File: config.mk
export PLATFORM = sky130hd
export DESIGN_NAME = timer_ctrl
export DESIGN_NICKNAME = d
export VERILOG_FILES = /design/src/rtl/timer_pkg.sv /design/src/rtl/timer_apb_fsm.sv /design/src/rtl/timer_ctrl.sv
export SDC_FILE = /design/constraint.sdc
export NUM_CORES = 1
export LEC_CHECK = 0
export BUFFER_PORTS_ARGS = -buffer_cell sky130_fd_sc_hd__clkbuf_2
export CAP_MARGIN = 20
export CORE_AREA = 5 5 62 64
export DETAILED_ROUTE_END_ITERATION = 12
export DIE_AREA = 0 0 67 69
export PLACE_DENSITY = 0.81
export SLEW_MARGIN = 15
export SYNTH_ARGS = -nofsm -noshare
export SYNTH_HDL_FRONTEND = slang
export SYNTH_SLANG_ARGS = --single-unit
File: constraint.sdc
create_clock -name clk -period 3.86 [get_ports clk]
set_input_delay 0.772 -clock clk [delete_from_list [all_inputs] [get_ports clk]]
set_output_delay 0.772 -clock clk [all_outputs]
set_load 0.02 [all_outputs]
File: src/rtl/timer_pkg.sv
// Shared constants and types for the timer control front end.
package timer_pkg;

  localparam int unsigned REG_IDX_W  = 2;
  localparam int unsigned WAIT_CNT_W = 3;

  localparam logic [REG_IDX_W-1:0] TDR_IDX  = 2'd0;
  localparam logic [REG_IDX_W-1:0] TCR_IDX  = 2'd1;
  localparam logic [REG_IDX_W-1:0] TSR_IDX  = 2'd2;
  localparam logic [REG_IDX_W-1:0] TCNT_IDX = 2'd3;

  localparam int unsigned TCR_EN   = 0;
  localparam int unsigned TCR_DIR  = 1;
  localparam int unsigned TCR_CKS  = 2;
  localparam int unsigned TCR_OVIE = 4;
  localparam int unsigned TCR_UDIE = 5;
  localparam int unsigned TCR_LD   = 6;
  localparam int unsigned TCR_ARE  = 7;

  localparam int unsigned TSR_OVF = 0;
  localparam int unsigned TSR_UDF = 1;

  typedef enum logic [1:0] {
    DIV2  = 2'd0,
    DIV4  = 2'd1,
    DIV8  = 2'd2,
    DIV16 = 2'd3
  } cks_e;

  typedef enum logic [1:0] {
    BUS_IDLE   = 2'd0,
    BUS_SETUP  = 2'd1,
    BUS_ACCESS = 2'd2
  } bus_state_e;

endpackage

File: src/rtl/timer_apb_fsm.sv
// APB slave sequencer: tracks SETUP/ACCESS, inserts wait states and flags
// the completing cycle. rd_stb_c announces a read completing next cycle.
module timer_apb_fsm
  import timer_pkg::*;
#(
  parameter int unsigned WAIT_STATES = 0,
  parameter int unsigned ADDR_W      = 4
) (
  input  logic              clk,
  input  logic              rst_n,
  input  logic              psel,
  input  logic              penable,
  input  logic              pwrite,
  input  logic [ADDR_W-1:0] paddr,
  output logic              pready,
  output logic              pslverr,
  output logic              wr_stb,
  output logic              rd_stb_c,
  output logic [1:0]        addr
);

  localparam logic [WAIT_CNT_W-1:0] WAIT_LAST = WAIT_CNT_W'(WAIT_STATES);

  bus_state_e            state_q, state_d;
  logic [WAIT_CNT_W-1:0] cnt_q, cnt_d;
  logic                  done_d, err_d, wr_d;

  always_ff @(posedge clk or negedge rst_n) begin
    if (!rst_n) begin
      state_q <= BUS_IDLE;
      cnt_q   <= '0;
      pready  <= 1'b0;
      pslverr <= 1'b0;
      wr_stb  <= 1'b0;
      addr    <= '0;
    end else begin
      state_q <= state_d;
      cnt_q   <= cnt_d;
      pready  <= done_d;
      pslverr <= err_d;
      wr_stb  <= wr_d;
      addr    <= paddr[1:0];
    end
  end

  // Responses are registered, so completion is decided one cycle ahead.
  always_comb begin
    state_d  = state_q;
    cnt_d    = cnt_q;
    done_d   = 1'b0;
    err_d    = 1'b0;
    wr_d     = 1'b0;
    rd_stb_c = 1'b0;
    case (state_q)
      BUS_IDLE: begin
        cnt_d = '0;
        if (psel && !penable) state_d = BUS_SETUP;
      end
      BUS_SETUP: begin
        cnt_d = '0;
        if (!psel)        state_d = BUS_IDLE;
        else if (penable) state_d = BUS_ACCESS;
      end
      BUS_ACCESS: begin
        if (cnt_q == WAIT_LAST) begin
          cnt_d   = '0;
          state_d = psel ? BUS_SETUP : BUS_IDLE;
        end else begin
          cnt_d = cnt_q + WAIT_CNT_W'(1);
        end
      end
      default: state_d = BUS_IDLE;
    endcase
    done_d   = (state_d == BUS_ACCESS) && (cnt_d == WAIT_LAST);
    err_d    = done_d && ((paddr > ADDR_W'(3)) || (pwrite && (paddr[1:0] == TCNT_IDX)));
    wr_d     = done_d && pwrite && !err_d;
    rd_stb_c = done_d && !pwrite && !err_d;
  end

endmodule

File: src/rtl/timer_ctrl.sv
// Register front end for the 8-bit prescaled up/down timer.
// Define TIMER_CTRL_AUTORELOAD_EN to implement TCR.ARE (periodic reload).
module timer_ctrl
  import timer_pkg::*;
#(
  parameter int unsigned WAIT_STATES = 0,
  parameter int unsigned ADDR_W      = 4
) (
  input  logic              clk,
  input  logic              rst_n,
  input  logic              psel,
  input  logic              penable,
  input  logic              pwrite,
  input  logic [ADDR_W-1:0] paddr,
  input  logic [7:0]        pwdata,
  output logic [7:0]        prdata,
  output logic              pready,
  output logic              pslverr,
  output logic              tmr_en,
  output logic              tmr_up_dw,
  output logic [1:0]        tmr_cks,
  output logic              tmr_load,
  output logic [7:0]        tmr_data,
  input  logic [7:0]        tmr_tcnt,
  input  logic              tmr_ovf,
  input  logic              tmr_udf,
  output logic              irq
);

`ifdef TIMER_CTRL_AUTORELOAD_EN
  localparam logic [7:0] TCR_WMASK = 8'hBF;
`else
  localparam logic [7:0] TCR_WMASK = 8'h3F;
`endif

  logic       wr_stb, rd_stb_c;
  logic [1:0] addr;
  logic [7:0] tdr_q, tcr_q;
  logic       ovf_q, udf_q;
  logic       tcr_wr_c, tsr_wr_c, reload_c;
  logic [7:0] rd_mux_c;
  cks_e       cks;

  timer_apb_fsm #(
    .WAIT_STATES (WAIT_STATES),
    .ADDR_W      (ADDR_W)
  ) u_fsm (
    .clk      (clk),
    .rst_n    (rst_n),
    .psel     (psel),
    .penable  (penable),
    .pwrite   (pwrite),
    .paddr    (paddr),
    .pready   (pready),
    .pslverr  (pslverr),
    .wr_stb   (wr_stb),
    .rd_stb_c (rd_stb_c),
    .addr     (addr)
  );

  assign tcr_wr_c = wr_stb && (addr == TCR_IDX);
  assign tsr_wr_c = wr_stb && (addr == TSR_IDX);

`ifdef TIMER_CTRL_AUTORELOAD_EN
  assign reload_c = tcr_q[TCR_ARE] && (tmr_ovf || tmr_udf);
`else
  assign reload_c = 1'b0;
`endif

  // Control/data registers; LD is a strobe and is never stored.
  always_ff @(posedge clk or negedge rst_n) begin
    if (!rst_n) begin
      tdr_q    <= '0;
      tcr_q    <= '0;
      tmr_load <= 1'b0;
    end else begin
      if (wr_stb && (addr == TDR_IDX)) tdr_q <= pwdata;
      if (tcr_wr_c) tcr_q <= pwdata & TCR_WMASK;
      tmr_load <= (tcr_wr_c && pwdata[TCR_LD]) || reload_c;
    end
  end

  // Sticky status: a hardware set in the same cycle as W1C wins.
  always_ff @(posedge clk or negedge rst_n) begin
    if (!rst_n) begin
      ovf_q <= 1'b0;
      udf_q <= 1'b0;
      irq   <= 1'b0;
    end else begin
      ovf_q <= tmr_ovf || (ovf_q && !(tsr_wr_c && pwdata[TSR_OVF]));
      udf_q <= tmr_udf || (udf_q && !(tsr_wr_c && pwdata[TSR_UDF]));
      irq   <= (ovf_q && tcr_q[TCR_OVIE]) || (udf_q && tcr_q[TCR_UDIE]);
    end
  end

  always_comb begin
    rd_mux_c = '0;
    case (paddr[1:0])
      TDR_IDX: rd_mux_c = tdr_q;
      TCR_IDX: rd_mux_c = tcr_q;
      TSR_IDX: rd_mux_c = {6'd0, udf_q, ovf_q};
      default: rd_mux_c = tmr_tcnt;
    endcase
  end

  // Read data is loaded into the completing cycle and zero otherwise.
  always_ff @(posedge clk or negedge rst_n) begin
    if (!rst_n) prdata <= '0;
    else        prdata <= rd_stb_c ? rd_mux_c : 8'h00;
  end

  assign cks       = cks_e'(tcr_q[TCR_CKS +: 2]);
  assign tmr_cks   = cks;
  assign tmr_en    = tcr_q[TCR_EN];
  assign tmr_up_dw = tcr_q[TCR_DIR];
  assign tmr_data  = tdr_q;

endmodule
## Word-level counts from Yosys, hierarchy flattened

Cells that the tools add are included.

| word-level totals | value |
|---|---|
| flip-flop bits (word level) | 36 |
| input port bits | 27 |
| output and inout port bits | 24 |
| word-level logic and storage cells | 66 |

| cells by class | value |
|---|---|
| add/sub/neg operators | 1 |
| magnitude comparators | 1 |
| equality and inequality tests | 8 |
| mux-type cells | 10 |
| reductions and logical operators | 33 |

Operators with widths:

| kind | number |
|---|---|
| one-hot mux 8 bit (3 select lines) | 1 |
| logical AND 1 bit | 18 |
| == test 2 bit, second input constant | 5 |
| two-way mux 2 bit | 4 |
| two-way mux 8 bit | 1 |
| == test 2 x 1 -> 1 bit, second input constant | 3 |
| zero test 2 bit | 3 |
| zero test 3 bit | 2 |
| one-hot mux 2 bit (3 select lines) | 1 |
| one-hot mux 3 bit (2 select lines) | 1 |
| zero test 1 bit | 5 |
| greater-than comparator 4 x 2 -> 1 bit, second input constant | 1 |
| logical OR 1 bit | 4 |
| adder 3 x 1 -> 3 bit, second input constant | 1 |
| two-way mux 3 bit | 1 |
| OR reduction 2 bit | 1 |
| two-way mux 1 bit | 1 |

## Longest topological paths before layout

| logic depth | value |
|---|---|
| depth after elaboration | 10 |
| mapped depth | 7 |

## By module

A second synthesis with hierarchy kept.

| unflattened totals | value |
|---|---|
| cell total of the unflattened synthesis | 124 |
| area total of the unflattened synthesis | 1611.5 um^2 |

Modules (own cells, without submodules):

| module | times used | cells each | area each (um^2) | seq. area each (um^2) |
|---|---|---|---|---|
| timer_ctrl | 1 | 76 | 1103.6 | 650.6 |
| timer_apb_fsm | 1 | 48 | 508.0 | 250.2 |

## Worst setup path before layout

OpenSTA, ideal clock, no wires.

| timing | value |
|---|---|
| path kind | register to register |
| start | reg u_fsm.cnt_q[0] |
| end | reg prdata[0] |
| setup time | 80 ps |
| arrival | 1702 ps |
| data required time | 3780 ps |
| setup slack | 2078 ps |
| stages on the path, launching flop included | 7 |
| path buffers | 0 |
| period minus slack after synthesis | 1782 ps |
| cell sequence | dfrtp_1 > inv_1 > ha_1 > mux2_4 > a2111oi_4 > nand2b_4 > nor3b_2 |

| between the ends | value |
|---|---|
| word-level cells in the longest chain between the ends | 9 |
| elaborated cells on any way between the ends | 14 |
| classes of those cells | add/sub: 1; eq/ne: 1; mux: 5; reduce/logical: 7 |

Ends and longest elaborated chain:

| element | line | text |
|---|---|---|
| from (decl) | timer_apb_fsm.sv:25 | `logic [WAIT_CNT_W-1:0] cnt_q, cnt_d;` |
| from (signal assigned) | timer_apb_fsm.sv:38 | `cnt_q <= cnt_d;` |
| adder 3 x 1 -> 3 bit or zero test 3 bit (tied branches) | timer_apb_fsm.sv:69, timer_apb_fsm.sv:65 |  |
| two-way mux 3 bit or two-way mux 2 bit (tied branches) | timer_apb_fsm.sv:65 | `if (cnt_q == WAIT_LAST) begin` |
| one-hot mux 3 bit (2 select lines) or one-hot mux 2 bit (3 select lines) (tied branches) | timer_apb_fsm.sv:54 | `case (state_q)` |
| zero test 3 bit or == test 2 bit (tied branches) | timer_apb_fsm.sv:74 | `done_d = (state_d == BUS_ACCESS) && (cnt_d == WAIT_LAST);` |
| logical AND 1 bit * | timer_apb_fsm.sv:74 |  |
| logical AND 1 bit | timer_apb_fsm.sv:75 | `err_d = done_d && ((paddr > ADDR_W'(3)) \|\| (pwrite && (paddr[1:0] == TCNT_IDX)));` |
| zero test 1 bit | timer_apb_fsm.sv:77 | `rd_stb_c = done_d && !pwrite && !err_d;` |
| logical AND 1 bit * | timer_apb_fsm.sv:77 |  |
| two-way mux 8 bit * | timer_ctrl.sv:109 | `else prdata <= rd_stb_c ? rd_mux_c : 8'h00;` |
| to (signal assigned) | timer_ctrl.sv:109 |  |
| to (decl) | timer_ctrl.sv:16 | `output logic [7:0] prdata,` |

Mark *: on every way between the ends. The rest lies on a longest branch, timed or not.
A chain may end at the register's enable or synchronous reset.

## Worst setup path in the final report

| timing | value |
|---|---|
| start | reg u_fsm.cnt_q[0] |
| end | reg prdata[4] |

The elaborated chain is that of the path after synthesis.

==> results.txt <==
The flow ran to the end, and the final reports show no timing, DRC or antenna violations. By area the synthesized netlist is led by dfrtp_1, mux2_2, mux2i_1, mux4_2, nor2_1. Net switching is 22.4% of the power. The site row count is 21. Summed over all layers, the global routing overflow is 0. The area of the core was 3230 um^2; the sequential fraction of the synthesis area was 54.2%. Tracing the worst setup path back leads to its startpoint at u_fsm.cnt_q[0]. From synthesis to final layout, the design area changed by 22.0%. The shortest clock period the worst path allows after layout works out to 1.97 ns. Fraction of layout instances using a drive strength above 1: 50.0%. Type of the setup path with the least slack: reg -> reg. Synthesis produced a netlist with a net count of 157. Once the clock tree was built, the setup fixing pass inserted 0 buffers. The total via count after detailed routing was 1167. The worst reg-to-reg setup slack is 1.89 ns. For the total routed wirelength, the log shows 3480 um. For the worst setup path, the data arrival time is 2.22 ns. In the synthesized netlist the dominant register cell turns out to be dfrtp_1. In this run, synthesis produced a sequential element count of 36. Setup repair after global routing left no endpoint under its margin.

The maximum clock insertion buffer count was 2; the count of hold-fix buffers inserted at cts was 0. The number of max-slew violations in the final report was 0; the share of total power in combinational logic was 9.7%. VDD sags by at most 0.265 mV. The cell accounting for the most synthesized area was dfrtp_1. The number of input and output port buffers inserted was 50; the synthesized netlist cell count was 128.

The tools report the antenna diode count as 0. The cell with the most instances after synthesis is dfrtp_1. The clock skew after layout is 0.00959 ns. The via count of the first global-routing pass was 1294. The run gives 4.12 ns as the data required time of the worst path. Per-cell via count in the routed design: 5.16. Overall die area: 4620 um^2. Startpoint of the worst-slack reg-to-reg timing path: u_fsm.cnt_q[0]. Counting flops with a built-in enable in the synthesized netlist gives 0. From left edge to right edge, the die measures 67 um.

For this run, design rule violations remaining after detail routing come to 0. At the end of the flow, the number of nets in the layout was 208. STA classifies the critical path endpoint as a flop. In the finished design, the share of the clock period the worst path needs comes to 50.9%.

Cell-internal power: 593 uW. The worst setup path is launched from a flop. TritonCTS built the clock tree. Reg-to-reg critical path endpoint: prdata[4].

CTS built an H-tree with a depth of 2. The HPWL reported at the end of detailed placement was 2720 um. The final count of hold timing violations came out at 0.

The global placer's final weighted congestion was 0.768; the initial antenna violation count was 0. Setup violations remaining at the end of the flow were counted as 0. For this configuration, the core starts out at a cell density of 51.5%. For the clock network fraction of design power, the log shows 38.2%. The post-layout total power was 765 uW; the total global routing track utilization was 17.2%. The first global-routing pass estimated 6000 um of wire.

In this run the mean area of a mapped cell was 13.0 um^2. The switching component of the power is 172 uW, and the register clock-pin slew on the reported worst setup and hold paths is 0.11 ns. At the pin with the least slew margin, the transition time is 0.862 ns.

In the final routed layout, each cell accounts on average for 15.4 um. The maximum number of pins on one net before global-route repair is 37, and the count of TritonRoute iterations in the first routing pass is 4. The latest clock arrival within the worst-skew pair came out at 0.34 ns. Measured against its own limit, the worst slew margin works out to 42.5%. Sequential cells burn 52.1% of the power.

The number of clock buffers added by TritonCTS is 5. Number of maximum-capacitance constraint violations: 0. Total of warnings raised by yosys: 0. After synthesis the cells add up to 1660 um^2.

The cell count of the worst reg-to-reg path came out at 6. The fraction of registers with async set/reset is 100%. Based on the critical path, the design can be clocked at up to 509 MHz. The critical path ends at prdata[4]. The logs give 0 for the quantity of gates resized following cts and 51 for the I/O pin count. Power spread over the standard cell area amounts to 377 nW/um^2. The maximum fanout along the worst path is 6. Number of clock sinks seen by CTS: 36.

The tools report the count of cell types in the netlist as 38. The detailed router finished its first iteration with 42 violations. The vertical extent of the die is 69 um. The detail route stage leaves a number of antenna-violating nets equal to 0.

After synthesis, the largest area contributor takes up 54.2% of total cell area. Root cell of the clock tree: clkbuf_4. The analysis attributes to cell leakage a power of 0.000991 uW.

After synthesis, the most frequently instantiated cells are dfrtp_1, mux2_2, nor2_1, a21oi_1. The worst min-delay path class is in -> async. The aggregate negative setup slack came out at 0 ns.
## through the flow
stage,hold WS [ns],instance area [um^2],setup slack [ns],instances,utilization (%)
floorplan,0.467,1660,2.08,128,-
global placement,0.485,1930,2.02,218,59.9
detailed placement,0.506,1930,1.92,218,59.9
CTS,0.531,2030,1.89,226,62.8
global route,0.554,2030,1.77,226,62.8
finish,0.522,2030,1.89,226,62.8
## layer usage
layer	wire (um)	up-vias	GRT usage [%]
met3	194	9	5.36
met1	1410	561	20.4
met2	1800	42	28.7
met5	0	-	0
li1	-	555	-
met4	78	0	6.53
## worst min-delay path by stage
stage,startpoint,endpoint,slack [ns]
5_1_grt,udf_q,udf_q,0.55
3_5_place_dp,udf_q,udf_q,0.51
3_3_place_gp,ovf_q,ovf_q,0.48
6_report,rst_n,tcr_q[1],0.52
4_1_cts,udf_q,udf_q,0.53
2_1_floorplan,ovf_q,ovf_q,0.47
## cells in the final DEF, fill, tap and decap left out, types with 4 or more instances in the layout
| cell type | Yosys | layout |
|---|---|---|
| mux2_2 | 14 | 14 |
| nor2_1 | 11 | 11 |
| nor3_2 | 4 | 4 |
| mux2i_1 | 5 | 5 |
| clkbuf_4 | 0 | 5 |
| a21oi_1 | 6 | 6 |
| clkbuf_2 | 0 | 50 |
| inv_1 | 5 | 5 |
| dfrtp_1 | 36 | 36 |
## state kept, by name (all words and copies together) (netlist names)
register,cells
prdata,8
tmr_data,8
tcr_q,6
u_fsm.cnt_q,3
u_fsm.addr,2
u_fsm.state_q,2
irq,1
ovf_q,1
tmr_load,1
u_fsm.pready,1
u_fsm.pslverr,1
u_fsm.wr_stb,1
udf_q,1
## power groups by stage
stage          logic [uW]  clock network (uW)  registers, uW
3_3_place_gp         73.1                   0            405
3_5_place_dp         75.2                   0            406
5_1_grt              82.2                 322            400
4_1_cts              75.4                 300            399
6_report             74.0                 292            399
2_1_floorplan        35.7                   0            411
## final cells by class
type / instances / area [um^2]
Multi-Input combinational cell: 80 / 699
Fill cell: 266 / 1200
Clock buffer: 7 / 65.1
Clock inverter: 1 / 30.0
Timing Repair Buffer: 51 / 258
Sequential cell: 36 / 901
Inverter: 5 / 18.8
Tap cell: 46 / 57.6
## logic make-up (layout without fill, tap and decap cells)
kind of cell | after synthesis | in the layout | synth area share, %
and+or+nand+nor | 39 | 39 | 16.5
DFF | 36 | 36 | 54.2
muxes | 22 | 22 | 16.1
AOI/OAI and AO/OA | 17 | 17 | 7.98
buffers and inverters | 12 | 64 | 3.76
adders and majority gates | 2 | 2 | 1.50
## worst max-delay path: stages (launching register included)
cell	delay (ns)
dfrtp_1	0.46
inv_1	0.08
ha_1	0.29
mux2_4	0.29
a2111oi_4	0.44
nand2b_4	0.14
nor3_2	0.19
Note: power is estimated with default switching activity, not from simulation.
